## src/rtl/vga_write_arbiter_pkg.sv

```systemverilog
// Shared widths, screen geometry and arbiter state encoding for the vga_write_arbiter slice.
package vga_write_arbiter_pkg;

   localparam int unsigned X_W      = 8;
   localparam int unsigned Y_W      = 7;
   localparam int unsigned COLOUR_W = 15;
   localparam int unsigned SCREEN_W = 160;
   localparam int unsigned SCREEN_H = 120;
   localparam int unsigned IDX_W    = 2;

   typedef enum logic {
      ARB_IDLE = 1'b0,
      ARB_LOCK = 1'b1
   } arb_state_t;

   // Increment a requester index, wrapping at n.
   function automatic logic [IDX_W-1:0] wrap_inc(input logic [IDX_W-1:0] idx,
                                                 input int unsigned n);
      if (32'(idx) + 1 >= n) return '0;
      return idx + IDX_W'(1);
   endfunction

endpackage

```

## src/rtl/vga_write_arbiter_rr_pick.sv

```systemverilog
// rr_pick: combinational rotating-priority encoder; first set req bit scanning from ptr upward.
import vga_write_arbiter_pkg::*;

module rr_pick #(
   parameter int unsigned N = 3
) (
   input  logic [N-1:0]     req,
   input  logic [IDX_W-1:0] ptr,
   output logic             found,
   output logic [IDX_W-1:0] index
);

   logic [3:0] req4;
   assign req4 = 4'(req);

   always_comb begin
      int unsigned cand;
      cand  = 0;
      found = 1'b0;
      index = '0;
      for (int unsigned k = 0; k < N; k++) begin
         cand = 32'(ptr) + k;
         if (cand >= N) cand = cand - N;
         if (!found && req4[IDX_W'(cand)]) begin
            found = 1'b1;
            index = IDX_W'(cand);
         end
      end
   end

endmodule

```

## src/rtl/vga_write_arbiter.sv

```systemverilog
// Round-robin pixel-write arbiter with burst lock and idle timeout feeding vga_adapter.
// Optional out-of-range beat dropping is enabled by defining VGA_ARB_CLIP_EN.
import vga_write_arbiter_pkg::*;

module vga_write_arbiter #(
   parameter int unsigned NUM_REQ      = 3,
   parameter int unsigned XMAX         = 159,
   parameter int unsigned YMAX         = 119,
   parameter int unsigned LOCK_TIMEOUT = 64
) (
   input  logic                         CLOCK,
   input  logic                         resetn,
   input  logic [NUM_REQ-1:0]           req_valid,
   input  logic [NUM_REQ-1:0]           req_last,
   input  logic [X_W*NUM_REQ-1:0]       req_x,
   input  logic [Y_W*NUM_REQ-1:0]       req_y,
   input  logic [COLOUR_W*NUM_REQ-1:0]  req_colour,
   output logic [NUM_REQ-1:0]           req_ready,
   output logic [X_W-1:0]               x,
   output logic [Y_W-1:0]               y,
   output logic [COLOUR_W-1:0]          colour,
   output logic                         writeEn,
   output logic [1:0]                   owner,
   output logic                         locked,
   output logic [7:0]                   clip_cnt
);

   localparam int unsigned CNT_W = (LOCK_TIMEOUT > 1) ? $clog2(LOCK_TIMEOUT) : 1;

   arb_state_t           state;
   logic [IDX_W-1:0]     rr_ptr;
   logic [CNT_W-1:0]     idle_cnt;
   logic                 pick_found;
   logic [IDX_W-1:0]     pick_idx;
   logic [IDX_W-1:0]     grant_idx;
   logic                 accept;
   logic                 beat_last;
   logic                 clip;
   logic [3:0]           valid4;
   logic [3:0]           last4;
   logic [X_W-1:0]       sel_x;
   logic [Y_W-1:0]       sel_y;
   logic [COLOUR_W-1:0]  sel_colour;

   rr_pick #(.N(NUM_REQ)) u_pick (
      .req   (req_valid),
      .ptr   (rr_ptr),
      .found (pick_found),
      .index (pick_idx)
   );

   assign valid4    = 4'(req_valid);
   assign last4     = 4'(req_last);
   assign grant_idx = (state == ARB_LOCK) ? owner : pick_idx;
   assign accept    = (state == ARB_LOCK) ? valid4[owner] : pick_found;
   assign beat_last = last4[grant_idx];
   assign req_ready = accept ? (NUM_REQ'(1) << grant_idx) : '0;
   assign locked    = (state == ARB_LOCK);

   always_comb begin
      sel_x      = '0;
      sel_y      = '0;
      sel_colour = '0;
      for (int unsigned i = 0; i < NUM_REQ; i++) begin
         if (IDX_W'(i) == grant_idx) begin
            sel_x      = req_x[i*X_W +: X_W];
            sel_y      = req_y[i*Y_W +: Y_W];
            sel_colour = req_colour[i*COLOUR_W +: COLOUR_W];
         end
      end
   end

`ifdef VGA_ARB_CLIP_EN
   assign clip = (32'(sel_x) > XMAX) || (32'(sel_y) > YMAX);

   always_ff @(posedge CLOCK or negedge resetn) begin
      if (!resetn)
         clip_cnt <= '0;
      else if (accept && clip && clip_cnt != 8'hFF)
         clip_cnt <= clip_cnt + 8'd1;
   end
`else
   assign clip     = 1'b0;
   assign clip_cnt = '0;
`endif

   always_ff @(posedge CLOCK or negedge resetn) begin
      if (!resetn) begin
         state    <= ARB_IDLE;
         rr_ptr   <= '0;
         idle_cnt <= '0;
         owner    <= '0;
         writeEn  <= 1'b0;
         x        <= '0;
         y        <= '0;
         colour   <= '0;
      end else begin
         writeEn <= accept & ~clip;
         if (accept && !clip) begin
            x      <= sel_x;
            y      <= sel_y;
            colour <= sel_colour;
         end
         case (state)
            ARB_IDLE: begin
               idle_cnt <= '0;
               if (accept) begin
                  owner <= grant_idx;
                  if (beat_last) rr_ptr <= wrap_inc(grant_idx, NUM_REQ);
                  else           state  <= ARB_LOCK;
               end
            end
            ARB_LOCK: begin
               if (accept) begin
                  idle_cnt <= '0;
                  if (beat_last) begin
                     state  <= ARB_IDLE;
                     rr_ptr <= wrap_inc(owner, NUM_REQ);
                  end
               end else if (LOCK_TIMEOUT != 0 && 32'(idle_cnt) == LOCK_TIMEOUT - 1) begin
                  // The stalled owner has been idle LOCK_TIMEOUT cycles including this one.
                  state    <= ARB_IDLE;
                  idle_cnt <= '0;
                  rr_ptr   <= wrap_inc(owner, NUM_REQ);
               end else begin
                  idle_cnt <= idle_cnt + CNT_W'(1);
               end
            end
            default: state <= ARB_IDLE;
         endcase
      end
   end

endmodule

```

## config.mk

```make
export PLATFORM = sky130hd
export DESIGN_NAME = vga_write_arbiter
export DESIGN_NICKNAME = d
export VERILOG_FILES = /design/src/rtl/vga_write_arbiter_pkg.sv /design/src/rtl/vga_write_arbiter_rr_pick.sv /design/src/rtl/vga_write_arbiter.sv
export SDC_FILE = /design/constraint.sdc
export NUM_CORES = 1
export LEC_CHECK = 0
export CAP_MARGIN = 25
export CORE_MARGIN = 1.5
export CORE_UTILIZATION = 25
export CTS_CLUSTER_DIAMETER = 150
export CTS_CLUSTER_SIZE = 14
export DETAILED_ROUTE_END_ITERATION = 7
export PLACE_DENSITY = 0.59
export SLEW_MARGIN = 15
export SYNTH_ARGS = -nofsm -noshare
export SYNTH_HDL_FRONTEND = slang
export SYNTH_SLANG_ARGS = --single-unit
```

## constraint.sdc

```tcl
create_clock -name CLOCK -period 2.72 [get_ports CLOCK]
set_clock_uncertainty 0.15 [all_clocks]
set_input_delay 0.544 -clock CLOCK [delete_from_list [all_inputs] [get_ports CLOCK]]
set_output_delay 0.544 -clock CLOCK [all_outputs]
set_load 0.005 [all_outputs]
```

# [Word-level counts from Yosys, hierarchy flattened]
# Index checks and enable logic that the tools add are counted.
[totals] reg_bits=42 inputBits=98
[classes] addsub=10 n_lt_le_gt_ge=10 n_eq_ne=7 shifts=1 n_mux=61 bitwise_logic=1 reduce_logical=7
[ops] cell="$mux W15" count=3
[ops] cell="$mux W2" count=17
[ops] cell="$mux W1" count=24
[ops] cell="$mux W8" count=3
[ops] cell="$mux W7" count=3
[ops] cell="$lt A2 B3 Y1 const B" count=5
[ops] cell="$ge A3 B2 Y1 const B" count=4
[ops] cell="$mux W6" count=2
[ops] cell="$pmux W6 S2" count=1
[ops] cell="$bmux W1 S2" count=5
[ops] cell="$add A2 B1 Y3 const B" count=3
[ops] cell="$add A6 B1 Y6 const B" count=1
[ops] cell="$eq A6 B6 Y1 const B" count=1
[ops] cell="$sub A2 B2 Y2 const B" count=3
[ops] cell="$add A2 B1 Y2 const B" count=2
[ops] cell="$ne A2 B2 Y1 const B" count=2
[ops] cell="$pmux W2 S2" count=1
[ops] cell="$reduce_and A4 Y1" count=1
[ops] cell="$add A2 B2 Y3 const B" count=1
[ops] cell="$mux W3" count=1
[ops] cell="$ne A3 B1 Y1 const B" count=1
[ops] cell="$ne A3 B2 Y1 const B" count=1
[ops] cell="$shl A1 B2 Y3 const A" count=1
[ops] cell="$eq A1 B2 Y1 const A" count=1
[ops] cell="8 further kinds" count=10

# [Longest topological paths before layout]
# Gate-level depths: netlist (run 1).
[depth] ltp_word=22 ltp_mapped=12

# [Hierarchy]
# A second synthesis (run 1) with hierarchy kept.
[hier_totals] hier_cells=262 hier_area_um2=2423.6
[modules_own_cells] module="vga_write_arbiter" instances=1 cells_per_inst=230 area_per_inst_um2=2172.1 seq_area_each_um2=1051.0
[modules_own_cells] module="rr_pick" instances=1 cells_per_inst=32 area_per_inst_um2=251.5 seq_area_each_um2=0.0

# [Worst setup path after synthesis (run 1)]
# No wires, ideal clock.
[synth_timing] kind="flip-flop to flip-flop" startpoint="reg rr_ptr[1]" endpoint="reg rr_ptr[0]" setup_time_ns=0.128 t_arrival_ns=2.509 required_time_ns=2.442 setup_slack_ns=-0.066 path_stages_with_launch=10 synth_period_minus_slack_ns=2.786 cell_sequence="dfrtp_1 > inv_1 > ha_1 > buf_6 > mux2_4 > o311ai_4 > mux2_4 > a31o_2 > a311oi_2 > mux2_1"
[synth_between] elab_chain_cells=22 word_cells_on_any_way=48
[synth_lines] item="start, declared" line_no="vga_write_arbiter.sv:31" rtl="logic [IDX_W-1:0] rr_ptr;"
[synth_lines] item="start signal, assigned" line_no="vga_write_arbiter.sv:109" rtl="if (beat_last) rr_ptr <= wrap_inc(grant_idx, NUM_REQ);"
[synth_lines] item="start signal, assigned" line_no="vga_write_arbiter.sv:118" rtl="rr_ptr <= wrap_inc(owner, NUM_REQ);"
[synth_lines] item="start signal, assigned" line_no="vga_write_arbiter.sv:124" rtl="rr_ptr <= wrap_inc(owner, NUM_REQ);"
[synth_lines] item="parallel branches: the longest is 22 deep, another holds $add A2 B1 Y3"
# Parallel ways; which one is timed is not known. The select of a mux whose other input is x is not followed.
# A chain may end at the register's enable or synchronous reset.

# [Final worst setup path (run 1)]
[layout_timing] startpoint="reg rr_ptr[0]" endpoint="out req_ready[2]"
[layout_between] elab_chain_cells=14 word_cells_on_any_way=31
[layout_lines] item="parallel branches: the longest is 13 deep, another holds $add A2 B1 Y3"
[layout_lines] item="$mux W3 (*)" line_no="vga_write_arbiter.sv:57" rtl="assign req_ready = accept ? (NUM_REQ'(1) << grant_idx) : '0;"
[layout_lines] item="end, declared" line_no="vga_write_arbiter.sv:18" rtl="output logic [NUM_REQ-1:0] req_ready,"
# Every way passes the cells marked *. The select of a mux whose other input is x is not followed.

==> results of run 1 <==
==> state kept, by name, summed over array words and instances (netlist names) <==
register	flops
owner	2
rr_ptr	2
idle_cnt	6
x	8
colour	15
y	7
locked	1
writeEn	1
==> metal layers <==
metal / part of all wire (%) / GRT usage [%] / vias up
met1: 43 / 18.7 / 1404
met4: 0.82 / 4.08 / 0
met3: 5.9 / 3.79 / 8
met5: 0 / 0 / -
li1: - / - / 1433
met2: 50 / 25.8 / 104
==> per-stage QoR <==
stage	instance area, um2	worst slack (ns)	std cells	hold slack (ns)	utilization [%]
global placement	4590	-0.737	594	0.185	41.8
global route	5410	-0.365	620	0.343	49.2
finish	5410	-0.282	620	0.310	49.2
CTS	4890	-0.271	605	0.313	44.6
floorplan	2880	-0.00939	302	0.0984	-
detailed placement	4590	-0.755	594	0.186	41.8
==> final cells by class <==
class                      instances  area, um2  share of cell area, %
timing repair buffer             198       2010                   37.2
multi-input combinational        225       1970                   36.5
sequential                        42       1050                   19.5
tap                              140        175                   3.24
clock buffer                       8        166                   3.08
inverter                           7       26.3                  0.486
==> logic make-up (layout without fill, tap and decap cells) <==
family          count (synthesis)  count (layout)  share of synthesized area (%)
compound gates                 93              93                           23.9
xor+xnor                        4               4                           1.23
fa+ha+maj                       5               5                           2.20
buf+inv                        35             213                           7.04
flops                          42              42                           37.0
mux                            41              41                           16.4
other cells                     1               8                          0.132
simple gates                   74              74                           12.1
==> report_power, final <==
group	total [mW]	leakage [nW]	internal [mW]	switching (mW)
combinational	5.94	1.64	3.34	2.60
sequential	1.09	0.529	0.927	0.164
clock	0.636	0.0832	0.415	0.221
==> worst max-delay path: stages (launching register included) <==
cell	delay, ns
dfrtp_1	0.41
buf_6	0.13
ha_4	0.18
buf_6	0.14
a211o_1	0.32
a211o_1	0.33
and2_4	0.16
nor3_2	0.21
buf_2	0.16
==> cell usage in the layout, fill, tap and decap left out, types with 5 or more instances in the layout <==
cell             count
mux2_4              20
buf_4               44
clkdlybuf4s50_1    127
dfrtp_1             41
buf_6                6
nor2_1              12
buf_12               5
nand2_1             37
clkbuf_16           10
mux2_2              15
conb_1               8
o21ai_1             30
a22oi_2             30
==> worst max-delay path by stage <==
| stage | cells after the start | startpoint | endpoint | slack (ns) |
|---|---|---|---|---|
| detailed placement | 7 | req_valid[1] | req_ready[2] | -0.76 |
| global placement | 7 | req_valid[1] | req_ready[2] | -0.74 |
| global route | 10 | rr_ptr[0]$_DFFE_PN0P_ | req_ready[0] | -0.36 |
| CTS | 9 | rr_ptr[0]$_DFFE_PN0P_ | rr_ptr[0]$_DFFE_PN0P_ | -0.27 |
| finish | 8 | rr_ptr[0]$_DFFE_PN0P_ | req_ready[2] | -0.28 |
| floorplan | 10 | rr_ptr[1]$_DFFE_PN0P_ | rr_ptr[0]$_DFFE_PN0P_ | -0.009 |
==> repair_timing <==
action                                 in CTS  in global routing
buffers inserted                            2                  9
endpoints found under the hold margin       1                  0
hold buffers                                1                  0
pin swaps                                   4                 10
setup endpoints to repair                  35                 35
resized for setup                          39                 70
cloned                                      0                  7
==> summary.md, run 1 <==
| Metric | Value |
|---|---|
| First-pass DRT Iterations | `4` |
| Layout cells sized above 1 | `35.0%` |
| Worst IR drop on VDD | `833 uV` |
| Syn. warnings | `0` |
| Most common library cells after synthesis | `dfrtp_1 (42), nand2_1 (37), mux2_2 (31)` |
| CP required | `2.03 ns` |
| CP Class | `flip-flop to output pin` |
| Top cell type's share of synthesized area | `37.0%` |
| Initial antenna violation count | `0` |
| Post-synth EDFFs | `0` |
| Final-report max-slew violation count | `0` |
| CTS clk-pin slew, worst paths | `0.06 ns` |
| Vias per cell | `4.76` |
| Fin nets | `582` |
| Starting Density | `25.9%` |
| Detailed Route Iter0 Violations | `127` |
| DIE AREA | `12000 um2` |
| Final Critical Period | `3.00 ns` |
| Post-route setup TNS | `-5.09 ns` |
| TritonCTS Buffers | `5` |
| R2R Setup Slk | `-0.27 ns` |
| Final Hold Viols | `0` |
| Hold Path Stages | `1` |
| Worst r2r dst | `rr_ptr[1]$_DFFE_PN0P_` |
| Root Driver | `clkbuf_16` |
| Clk Latency, worst-skew pair | `0.28 ns` |
| Rows | `38` |
| Worst setup margin | `-0.282 ns` |
| Global route total overflow | `0` |
| CTS max path bufs | `2` |
| Die height | `110 um` |
| Largest net degree at the start of global routing | `35` |
| Ys async rst share | `100%` |
| Period utilisation layout | `110%` |
| Hold EP | `idle_cnt[0]$_DFF_PN0_` |
| Count leader, synth | `dfrtp_1` |
| Crit-path max FO | `5` |
| Port bufs | `134` |
| Leakage Power | `2.25 nW` |
| Primary FF master, synth | `dfrtp_1` |
| Antenna cell count | `0` |
| Core area | `11000 um2` |
| Max Cap Viol | `0` |
| F_max | `333 MHz` |
| Worst Setup Start Kind | `flip-flop` |
| Total track usage | `15.0%` |
| Unrepaired setup endpoints after global routing | `yes` |
| Post-Synthesis Cells | `295` |
| CTS Sinks | `42` |
| Register area share after synthesis | `37.0%` |
| # setup viols final | `34` |
| Mapped Area | `2840 um2` |
| Setup crit end kind | `output pin` |
| Synthesized area per cell | `9.64 um2` |
| Fillers | `1019` |
| DR DRC count | `0` |
| DRT Wirelength | `9940 um` |
| CTS H-Tree Depth | `2` |
| Hold crit path type | `flip-flop to flip-flop` |
| Synth top area cells | `dfrtp_1 (37%), mux2_2 (12%), a22oi_1 (7.9%)` |
| Vias | `2949` |
| Status | `finished, violations left` |
| HPWL after DPL | `6980 um` |
| Number of global-route vias before repair | `2879` |
| Worst hold start | `idle_cnt[0]$_DFF_PN0_` |
| Area growth, synth to finish | `90.1%` |
| Reg2Reg Depth | `9` |
| PwrDens | `1420 nW/um2` |
| Area leader, netlist | `dfrtp_1` |
| Final ANT Viol Nets | `0` |
| Chip Width | `110 um` |
| Failing checks | `negative setup slack` |
| Gpl congestion | `0.886` |
| CTS tree | `built` |
| Reg-to-reg startpoint | `rr_ptr[1]$_DFFE_PN0P_` |
| Ports | `143` |
| Synth cell types | `53` |
| Worst EP arrival | `2.31 ns` |
| Flops & latches, synth | `42` |
| Post-DR wirelength/cell | `16.0 um` |
| First-pass GRT wire length | `14000 um` |
| Tot Pwr | `7.66 mW` |
(Power assumes the default switching activity.)
==> run 2, diff against run 1 <==
--- a/config.mk
+++ b/config.mk
@@ -11,7 +11,7 @@
 export CTS_CLUSTER_DIAMETER = 150
 export CTS_CLUSTER_SIZE = 14
 export DETAILED_ROUTE_END_ITERATION = 7
-export PLACE_DENSITY = 0.59
+export PLACE_DENSITY = 0.57
 export SLEW_MARGIN = 15
 export SYNTH_ARGS = -nofsm -noshare
 export SYNTH_HDL_FRONTEND = slang
==> constraint.sdc (replaced) <==
create_clock -name CLOCK -period 2.9 [get_ports CLOCK]
set_clock_uncertainty 0.15 [all_clocks]
set_input_delay 0.58 -clock CLOCK [delete_from_list [all_inputs] [get_ports CLOCK]]
set_output_delay 0.58 -clock CLOCK [all_outputs]
set_load 0.005 [all_outputs]
==> summary.md, run 2 (same netlist as run 1, synthesis figures left out) <==
| Metric | Value |
|---|---|
| Leakage Power | `2.26 nW (+0.58%)` |
| Vias | `2930 (-0.64%)` |
| Hold_buf cts | `0 (-1)` |
| Vias per cell | `4.70 (-1.3%)` |
| Number of global-route vias before repair | `3042 (+5.7%)` |
| PwrDens | `1300 nW/um2 (-8.6%)` |
| Worst EP arrival | `3.10 ns (+0.79 ns)` |
| Slowest stage delay, CP | `0.43 ns (+0.02 ns)` |
| CTS H-Tree Depth | `2 (unchanged)` |
| Failing checks | `negative setup slack` |
| Worst Setup Start Kind | `flip-flop` |
| Largest reg by FF count | `colour` |
| First-pass DRT Iterations | `4 (unchanged)` |
| Rows | `38 (unchanged)` |
| Post-DR wirelength/cell | `15.5 um (-3.6%)` |
| # setup viols final | `14 (-59%)` |
| F_max | `324 MHz` |
| Worst setup margin | `-0.187 ns (+0.0947 ns)` |
| CTS tree | `built` |
| Crit-path max FO | `6 (+1)` |
| Fin nets | `586 (+0.69%)` |
| Final ANT Viol Nets | `0 (unchanged)` |
| Total track usage | `15.8% (+0.73 points)` |
| Final-report max-slew violation count | `0 (unchanged)` |
| Max reg flops | `15 (unchanged)` |
| Fillers | `1006 (-1.3%)` |
| CP max-delay cell | `dfrtp_2` |
| DR DRC count | `0 (unchanged)` |
| Clk Latency, worst-skew pair | `0.28 ns (about the same)` |
| Post-route setup TNS | `-0.860 ns (+4.23 ns)` |
| DIE AREA | `12000 um2 (unchanged)` |
| Fin Hold WS | `0.0699 ns (-0.241 ns)` |
| Area growth, synth to finish | `90.0% (about the same)` |
| Max Cap Viol | `0 (unchanged)` |
| Layout cells sized above 1 | `35.7% (+0.74 points)` |
| TritonCTS Buffers | `5 (unchanged)` |
| Global route total overflow | `0 (unchanged)` |
| Unrepaired setup endpoints after global routing | `yes` |
| Max_slew headroom | `66.5%` |
| Bufs and invs on worst path | `4 (+1)` |
| Final Critical Period | `3.09 ns` |
| Port bufs | `134 (unchanged)` |
| HPWL after DPL | `6900 um (-1.1%)` |
| Initial antenna violation count | `0 (unchanged)` |
| Worst IR drop on VDD | `714 uV (-14%)` |
| Chip Width | `110 um (unchanged)` |
| Largest net degree at the start of global routing | `43 (+23%)` |
| Most common cell after layout, fill and taps aside | `clkdlybuf4s50_1` |
| Gpl congestion | `0.843 (-4.8%)` |
| Detailed Route Iter0 Violations | `81 (-36%)` |
| Hold crit path type | `input port to asynchronous set/reset pin` |
| Largest regs | `colour: 15 flops, x: 8 flops, y: 7 flops` |
| CTS Sinks | `42 (unchanged)` |
| Crit-path most repeated cell | `buf_6` |
| DRT Wirelength | `9650 um (-3.0%)` |
| CTS max path bufs | `2 (unchanged)` |
| Root Driver | `clkbuf_16` |
| Setup crit end kind | `flip-flop` |
| Core area | `11000 um2 (unchanged)` |
| Crit-path cells | `buf_6 -> ha_4 -> buf_6 -> mux2i_4 -> o211a_1 -> a211o_1 -> buf_6 -> buf_6 -> a211oi_4 -> a311oi_2 -> a311oi_2 -> mux2_1` |
| First-pass GRT wire length | `14800 um (+5.2%)` |
| Starting Density | `25.9% (unchanged)` |
| Largest delay share family, worst path | `compound AO/OA/AOI/OAI gates` |
| Antenna cell count | `0 (unchanged)` |
| CP required | `2.91 ns (+0.88 ns)` |
| Actual slew at the worst max-slew pin | `0.499 ns` |
| CTS clk-pin slew, worst paths | `0.06 ns (about the same)` |
| CP Class | `flip-flop to flip-flop` |
| Ports | `143 (unchanged)` |
| Die height | `110 um (unchanged)` |
| Period utilisation layout | `106%` |
| Final Hold Viols | `0 (unchanged)` |
| Most frequent cells in the layout | `clkdlybuf4s50_1 (127), buf_4 (48), dfrtp_1 (40)` |
| Status | `finished, violations left` |
run 2: cell type report:
class,count,area [um2],area share [%]
sequential,42,1050,19.5
clock inverter,1,30.0,0.556
tap,140,175,3.24
inverter,7,26.3,0.487
timing repair buffer,202,1970,36.5
multi-input combinational,225,2010,37.3
clock buffer,7,133,2.46
run 2: metal layers:
layer	vias to the layer above	global-route usage, %	share of wire [%]
li1	1441	-	-
met1	1378	19.3	43
met2	103	28.1	50
met3	8	3.38	5.9
met4	0	3.71	1.0
met5	-	0	0
run 2: timing repair:
item / in CTS / in global routing
gates resized for setup: 37 / 90
endpoints found under the setup margin: 35 / 36
endpoints found under the hold margin: 0 / 0
gates cloned: 0 / 3
setup buffers: 12 / 6
pin swaps: 7 / 20
run 2: worst paths after layout:
check | start | to | slack (ns) | cells past startpoint
worst max-delay path | rr_ptr[0]$_DFFE_PN0P_ | rr_ptr[0]$_DFFE_PN0P_ | -0.19 | 12
max in group asynchronous | resetn | rr_ptr[0]$_DFFE_PN0P_ | 2.04 | 2
worst min-delay path | resetn | x[6]$_DFFE_PN0P_ | 0.07 | 1
worst min register to register | idle_cnt[0]$_DFF_PN0_ | idle_cnt[0]$_DFF_PN0_ | 0.32 | 1
worst max register to register | rr_ptr[0]$_DFFE_PN0P_ | rr_ptr[0]$_DFFE_PN0P_ | -0.19 | 12
min in group CLOCK | idle_cnt[0]$_DFF_PN0_ | idle_cnt[0]$_DFF_PN0_ | 0.32 | 1
run 2: metrics by stage:
step / power [mW] / worst slack (ns) / utilization [%] / instance area, um2 / cells
6_report: 6.99 / -0.187 / 49.2 / 5400 / 624
5_1_grt: 7.52 / -0.269 / 49.2 / 5400 / 624
4_1_cts: 6.00 / -0.162 / 45.0 / 4940 / 616
3_5_place_dp: 4.99 / -0.643 / 41.7 / 4580 / 596
3_3_place_gp: 4.95 / -0.619 / 41.7 / 4580 / 596
2_1_floorplan: 3.30 / 0.0818 / - / 2870 / 302
run 2: power breakdown:
| group | leakage (nW) | internal [mW] | switching, mW |
|---|---|---|---|
| Clock | 0.0781 | 0.407 | 0.217 |
| Sequential | 0.528 | 0.870 | 0.157 |
| Combinational | 1.66 | 2.96 | 2.38 |
| Total | 2.26 | 4.24 | 2.76 |
